`src/rtl/serial_add_sub_seq.sv`:
```
// serial_add_sub_seq: bit-serial WIDTH-bit add/subtract, LSB first, one bit per clock
// Ports: clk_in/rst_n_in clock and async active-low reset; start_in request strobe (IDLE only);
//        a_in/b_in operands and add_in (1 = A+B, 0 = A-B), sampled on the accepting edge;
//        busy_out high in RUN; done_out one-cycle completion pulse;
//        result_out/carry_out/overflow_out results, updated only on completion.
module serial_add_sub_seq #(
    parameter int WIDTH = 8
) (
    input  logic             clk_in,
    input  logic             rst_n_in,
    input  logic             start_in,
    input  logic [WIDTH-1:0] a_in,
    input  logic [WIDTH-1:0] b_in,
    input  logic             add_in,
    output logic             busy_out,
    output logic             done_out,
    output logic [WIDTH-1:0] result_out,
    output logic             carry_out,
    output logic             overflow_out
);
    localparam int CW = $clog2(WIDTH);
    typedef enum logic [1:0] {IDLE, RUN, DONE} state_t;
    state_t state, state_next;
    logic [WIDTH-1:0] a_sr, b_sr, r_sr, r_next;
    logic [CW-1:0] cnt;
    logic c, sum, c_next, last;
    assign sum = a_sr[0] ^ b_sr[0] ^ c;
    assign c_next = (a_sr[0] & b_sr[0]) | (a_sr[0] & c) | (b_sr[0] & c);
    assign r_next = {sum, r_sr[WIDTH-1:1]};
    assign last = cnt == CW'(WIDTH - 1);
    assign busy_out = state == RUN;
    assign done_out = state == DONE;
    always_comb begin
        state_next = state;
        case (state)
            IDLE: state_next = start_in ? RUN : IDLE;
            RUN:  state_next = last ? DONE : RUN;
            default: state_next = IDLE;
        endcase
    end
    always_ff @(posedge clk_in or negedge rst_n_in) begin
        if (!rst_n_in) begin
            state <= IDLE;
            a_sr <= '0;
            b_sr <= '0;
            r_sr <= '0;
            cnt <= '0;
            c <= 1'b0;
            result_out <= '0;
            carry_out <= 1'b0;
            overflow_out <= 1'b0;
        end else begin
            state <= state_next;
            if (state == IDLE && start_in) begin
                a_sr <= a_in;
                // subtract as A + ~B + 1: invert B and preload the carry
                b_sr <= add_in ? b_in : ~b_in;
                c <= ~add_in;
                cnt <= '0;
            end else if (state == RUN) begin
                a_sr <= a_sr >> 1;
                b_sr <= b_sr >> 1;
                r_sr <= r_next;
                c <= c_next;
                cnt <= cnt + 1'b1;
                if (last) begin
                    result_out <= r_next;
                    carry_out <= c_next;
                    overflow_out <= c ^ c_next;
                end
            end
        end
    end
endmodule
```
`config.mk`:
```
export PLATFORM = sky130hd
export DESIGN_NAME = serial_add_sub_seq
export DESIGN_NICKNAME = d
export VERILOG_FILES = /design/src/rtl/serial_add_sub_seq.sv
export SDC_FILE = /design/constraint.sdc
export NUM_CORES = 1
export LEC_CHECK = 0
export BUFFER_PORTS_ARGS = -buffer_cell sky130_fd_sc_hd__buf_2
export CAP_MARGIN = 20
export CORE_UTILIZATION = 30
export CTS_BUF_LIST = sky130_fd_sc_hd__clkbuf_2
export CTS_CLUSTER_DIAMETER = 200
export DETAILED_ROUTE_END_ITERATION = 6
export SYNTH_ARGS = -nofsm -noshare
export SYNTH_HDL_FRONTEND = slang
export SYNTH_SLANG_ARGS = --single-unit
```
`constraint.sdc`:
```
create_clock -name clk_in -period 4.3 [get_ports clk_in]
set_clock_uncertainty 0.05 [all_clocks]
set_input_delay 0.86 -clock clk_in [delete_from_list [all_inputs] [get_ports clk_in]]
set_output_delay 0.86 -clock clk_in [all_outputs]
set_load 0.05 [all_outputs]
```
==> results by group <==
Drt
  – DR WL/cell: 11.7 microns
  – Drt initial violations: 76
  – Detailed Routing Iterations Pass 1: 4
  – Wl on met1: 1.62 mm
  – Max Used Layer: met4
  – Post-route DRC violation count: 0
  – Met2 wire length: 1.42 mm
  – Number of vias per cell: 4.58
  – Drt total wl: 3.20 mm
  – Met3 WL post-DR: 148 microns
  – DR vias: 1,259
  – Final antenna-violating net count: 0

Synth
  – Compound-cell area share of the yosys netlist: 0.0699
  – Top-area cell type share of the netlist area: 0.562
  – Mapped Cells: 173
  – Largest family of logic cells by synthesized area: simple AND/OR/NAND/NOR gates
  – Primary FF master, synth: dfrtp_1
  – Synth async-reset ratio: 1.00
  – Xor/xnor share of the synthesized area: 0.0454
  – Syn nets: 196
  – Register bit total from synthesis: 39
  – Synth cell types: 26
  – Top post-synthesis cells by count: 56 x nand2_1, 39 x dfrtp_1, 13 x a31oi_1, 13 x nor2_1, 9 x mux2_2
  – Synth Area in Adders: 0.0259
  – Simple-gate portion of the synthesized area: 0.193
  – Post-synthesis mux area share: 0.0584
  – Top-count cell post-synth: nand2_1
  – Mean Syn Cell Area: 10.0 sq um
  – Most area-consuming cells after synthesis: dfrtp_1 56%, nand2_1 12%, mux2_2 5.8%
  – Seq/Total Area, Yosys: 0.562
  – Post-synth EDFFs: 0
  – Yosys Warn Count: 0
  – Leading area contributor after synthesis: dfrtp_1
  – Syn Std Cell Area: 1740 sq um

Die
  – I/O pin count: 32
  – Row count: 27
  – Chip Height: 78.1 microns
  – Die ar.: 6100 sq um
  – Die Wd: 78.1 microns
  – Initial cell density of the core: 0.313
  – Core footprint: 5540 sq um

Setup path
  – R2R setup slack: 2.48 ns
  – CP Max Fanout: 30
  – Critical Path End Type: primary output
  – WP data arrival: 1.95 ns
  – WP data required: 3.39 ns
  – Critical Path Start Type: flop
  – WS Path Type: reg -> out

Pwr
  – Seq pwr share: 0.424
  – Clock power frac: 0.110
  – Power Dens Cells: 750 nW/um^2
  – Maximum VDD drop: 0.292 mV
  – P_leak: 0.976 nW
  – Comb pwr share: 0.466
  – Sw Pwr: 0.679 mW
  – Sw Share: 0.455
  – Pint: 0.814 mW

Status
  – Outcome: finished clean

Clocking
  – Cts hold-fix bufs: 0
  – Clock sinks: 39
  – CTS buffer count: 5
  – Clock insertion delay at the later pin of the skew report: 0.40 ns
  – Htree depth: 2
  – Max Root-Sink Buffers: 2
  – Cts repair resizes: 0
  – CTS root buf: clkbuf_2
  – Postcts setup bufs: 0
  – Clock transition at path regs: 0.23 ns
  – CTS tree: done

Timing
  – Slew headroom: 0.436
  – Fin. Hold Viols: 0
  – Final Max Slew Viols: 0
  – Actual transition at the worst max-transition pin: 0.846 ns
  – Final setup TNS: 0 ns
  – FMAX: 349 MHz
  – RSZ-0062 raised after global routing: false
  – Final setup viols: 0
  – Min cycle time layout: 2.86 ns
  – Final worst path period share: 0.666

Final layout
  – P&R area growth vs syn: 14.6%
  – Antenna Cells: 0
  – Fill cell count: 565
  – Finished Layout Cells: 275
  – Layout cells sized above 1: 0.261
  – Layout Utilization: 0.359
  – NumNets Final: 225

Global routing
  – First-pass GRT wire length: 5.66 mm
  – Largest net degree at the start of global routing: 40
  – Vias in the first global route: 1,188
  – Initial antenna violation count: 0
  – Overflow after GRT: 0
  – All-Layer GR Usage: 0.118

Min path
  – Worst hold path type: reg -> reg

Place
  – Post-DP HPWL: 2.10 mm
  – # port buffers: 31
  – Placer congestion estimate: 0.679
  – Cells after DPL: 266

Flow run
  – Maxcap violations: 0
-- metrics by stage --
step / cell area, sq um / hold WS, ns / power, mW / worst slack (ns)
finish: 1990 / 0.451 / 1.49 / 1.44
global route: 1990 / 0.496 / 1.63 / 1.29
CTS: 1960 / 0.458 / 1.50 / 1.41
detailed placement: 1920 / 0.423 / 1.33 / 1.90
global placement: 1920 / 0.414 / 1.32 / 1.92
floorplan: 1740 / 0.392 / 1.19 / 2.12
-- placed cells by master (no fill, tap or decap) --
cell	n
clkbuf_2	5
nand2b_1	1
nor3b_1	1
xor2_1	1
buf_16	1
nand2_1	56
buf_4	1
or3b_1	1
mux2_2	9
nor2_1	13
o211ai_2	1
inv_2	1
a31oi_1	13
fa_1	1
a22oi_1	1
buf_2	31
o21ai_1	2
o21ai_0	2
clkinvlp_4	2
ha_1	2
xnor2_1	8
nand3b_1	1
inv_1	1
clkinv_2	1
nor2b_1	1
dfrtp_1	39
nand3_1	6
nand3_2	1
-- layout make-up --
class | instances | area (sq um) | area share
clock inverters | 3 | 20.0 | 0.0101
inverters | 2 | 7.51 | 0.00377
clock buffers | 5 | 25.0 | 0.0126
flip-flops and latches | 39 | 976 | 0.490
multi-input cells | 121 | 682 | 0.343
repair buffers | 33 | 190 | 0.0955
well taps | 72 | 90.1 | 0.0453
-- flip-flops by register name, indices dropped and copies added, names as in the netlist --
signal and flops:
a_sr 8, b_sr 8, result_out 8, r_sr 7, cnt 3, state 2
c 1, carry_out 1, overflow_out 1
-- power groups by stage --
stage / registers [mW] / clock network (mW) / logic [mW]
final: 0.633 / 0.164 / 0.696
after global routing: 0.659 / 0.187 / 0.782
after CTS: 0.635 / 0.172 / 0.689
after detailed placement: 0.644 / 0 / 0.687
after global placement: 0.641 / 0 / 0.674
after floorplan: 0.767 / 0 / 0.425
-- final timing paths --
check | start | endpoint | cells past startpoint
max in group asynchronous | rst_n_in | c$_DFFE_PN0P_ | 1
min in group asynchronous | rst_n_in | result_out[0]$_DFFE_PN0P_ | 1
setup / recovery | state[1]$_DFF_PN0_ | busy_out | 4
hold / removal | r_sr[6]$_DFFE_PN0P_ | r_sr[5]$_DFFE_PN0P_ | 2
setup reg to reg | cnt[0]$_DFFE_PN0P_ | result_out[6]$_DFFE_PN0P_ | 4
hold reg to reg | r_sr[6]$_DFFE_PN0P_ | r_sr[5]$_DFFE_PN0P_ | 2
-- per-layer routing --
| metal | GRT usage | up-vias |
|---|---|---|
| met2 | 0.167 | 29 |
| met5 | 0 | - |
| met4 | 0.0333 | 0 |
| li1 | - | 624 |
| met1 | 0.172 | 604 |
| met3 | 0.0349 | 2 |
-- logic make-up after synthesis --
logic type,Yosys count
AO/OA/AOI/OAI,19
XOR/XNOR,9
AND/OR/NAND/NOR,81
multiplexers,9
buffers and inverters,13
adder cells (fa/ha/maj),3
flip-flops,39
-- critical path: stages, from the launching register on --
cell and delay, ns:
dfrtp_1 0.46, nand2b_1 0.15, buf_4 0.23, inv_2 0.36
buf_2 0.34
Note: power is estimated with default switching activity, not from simulation.
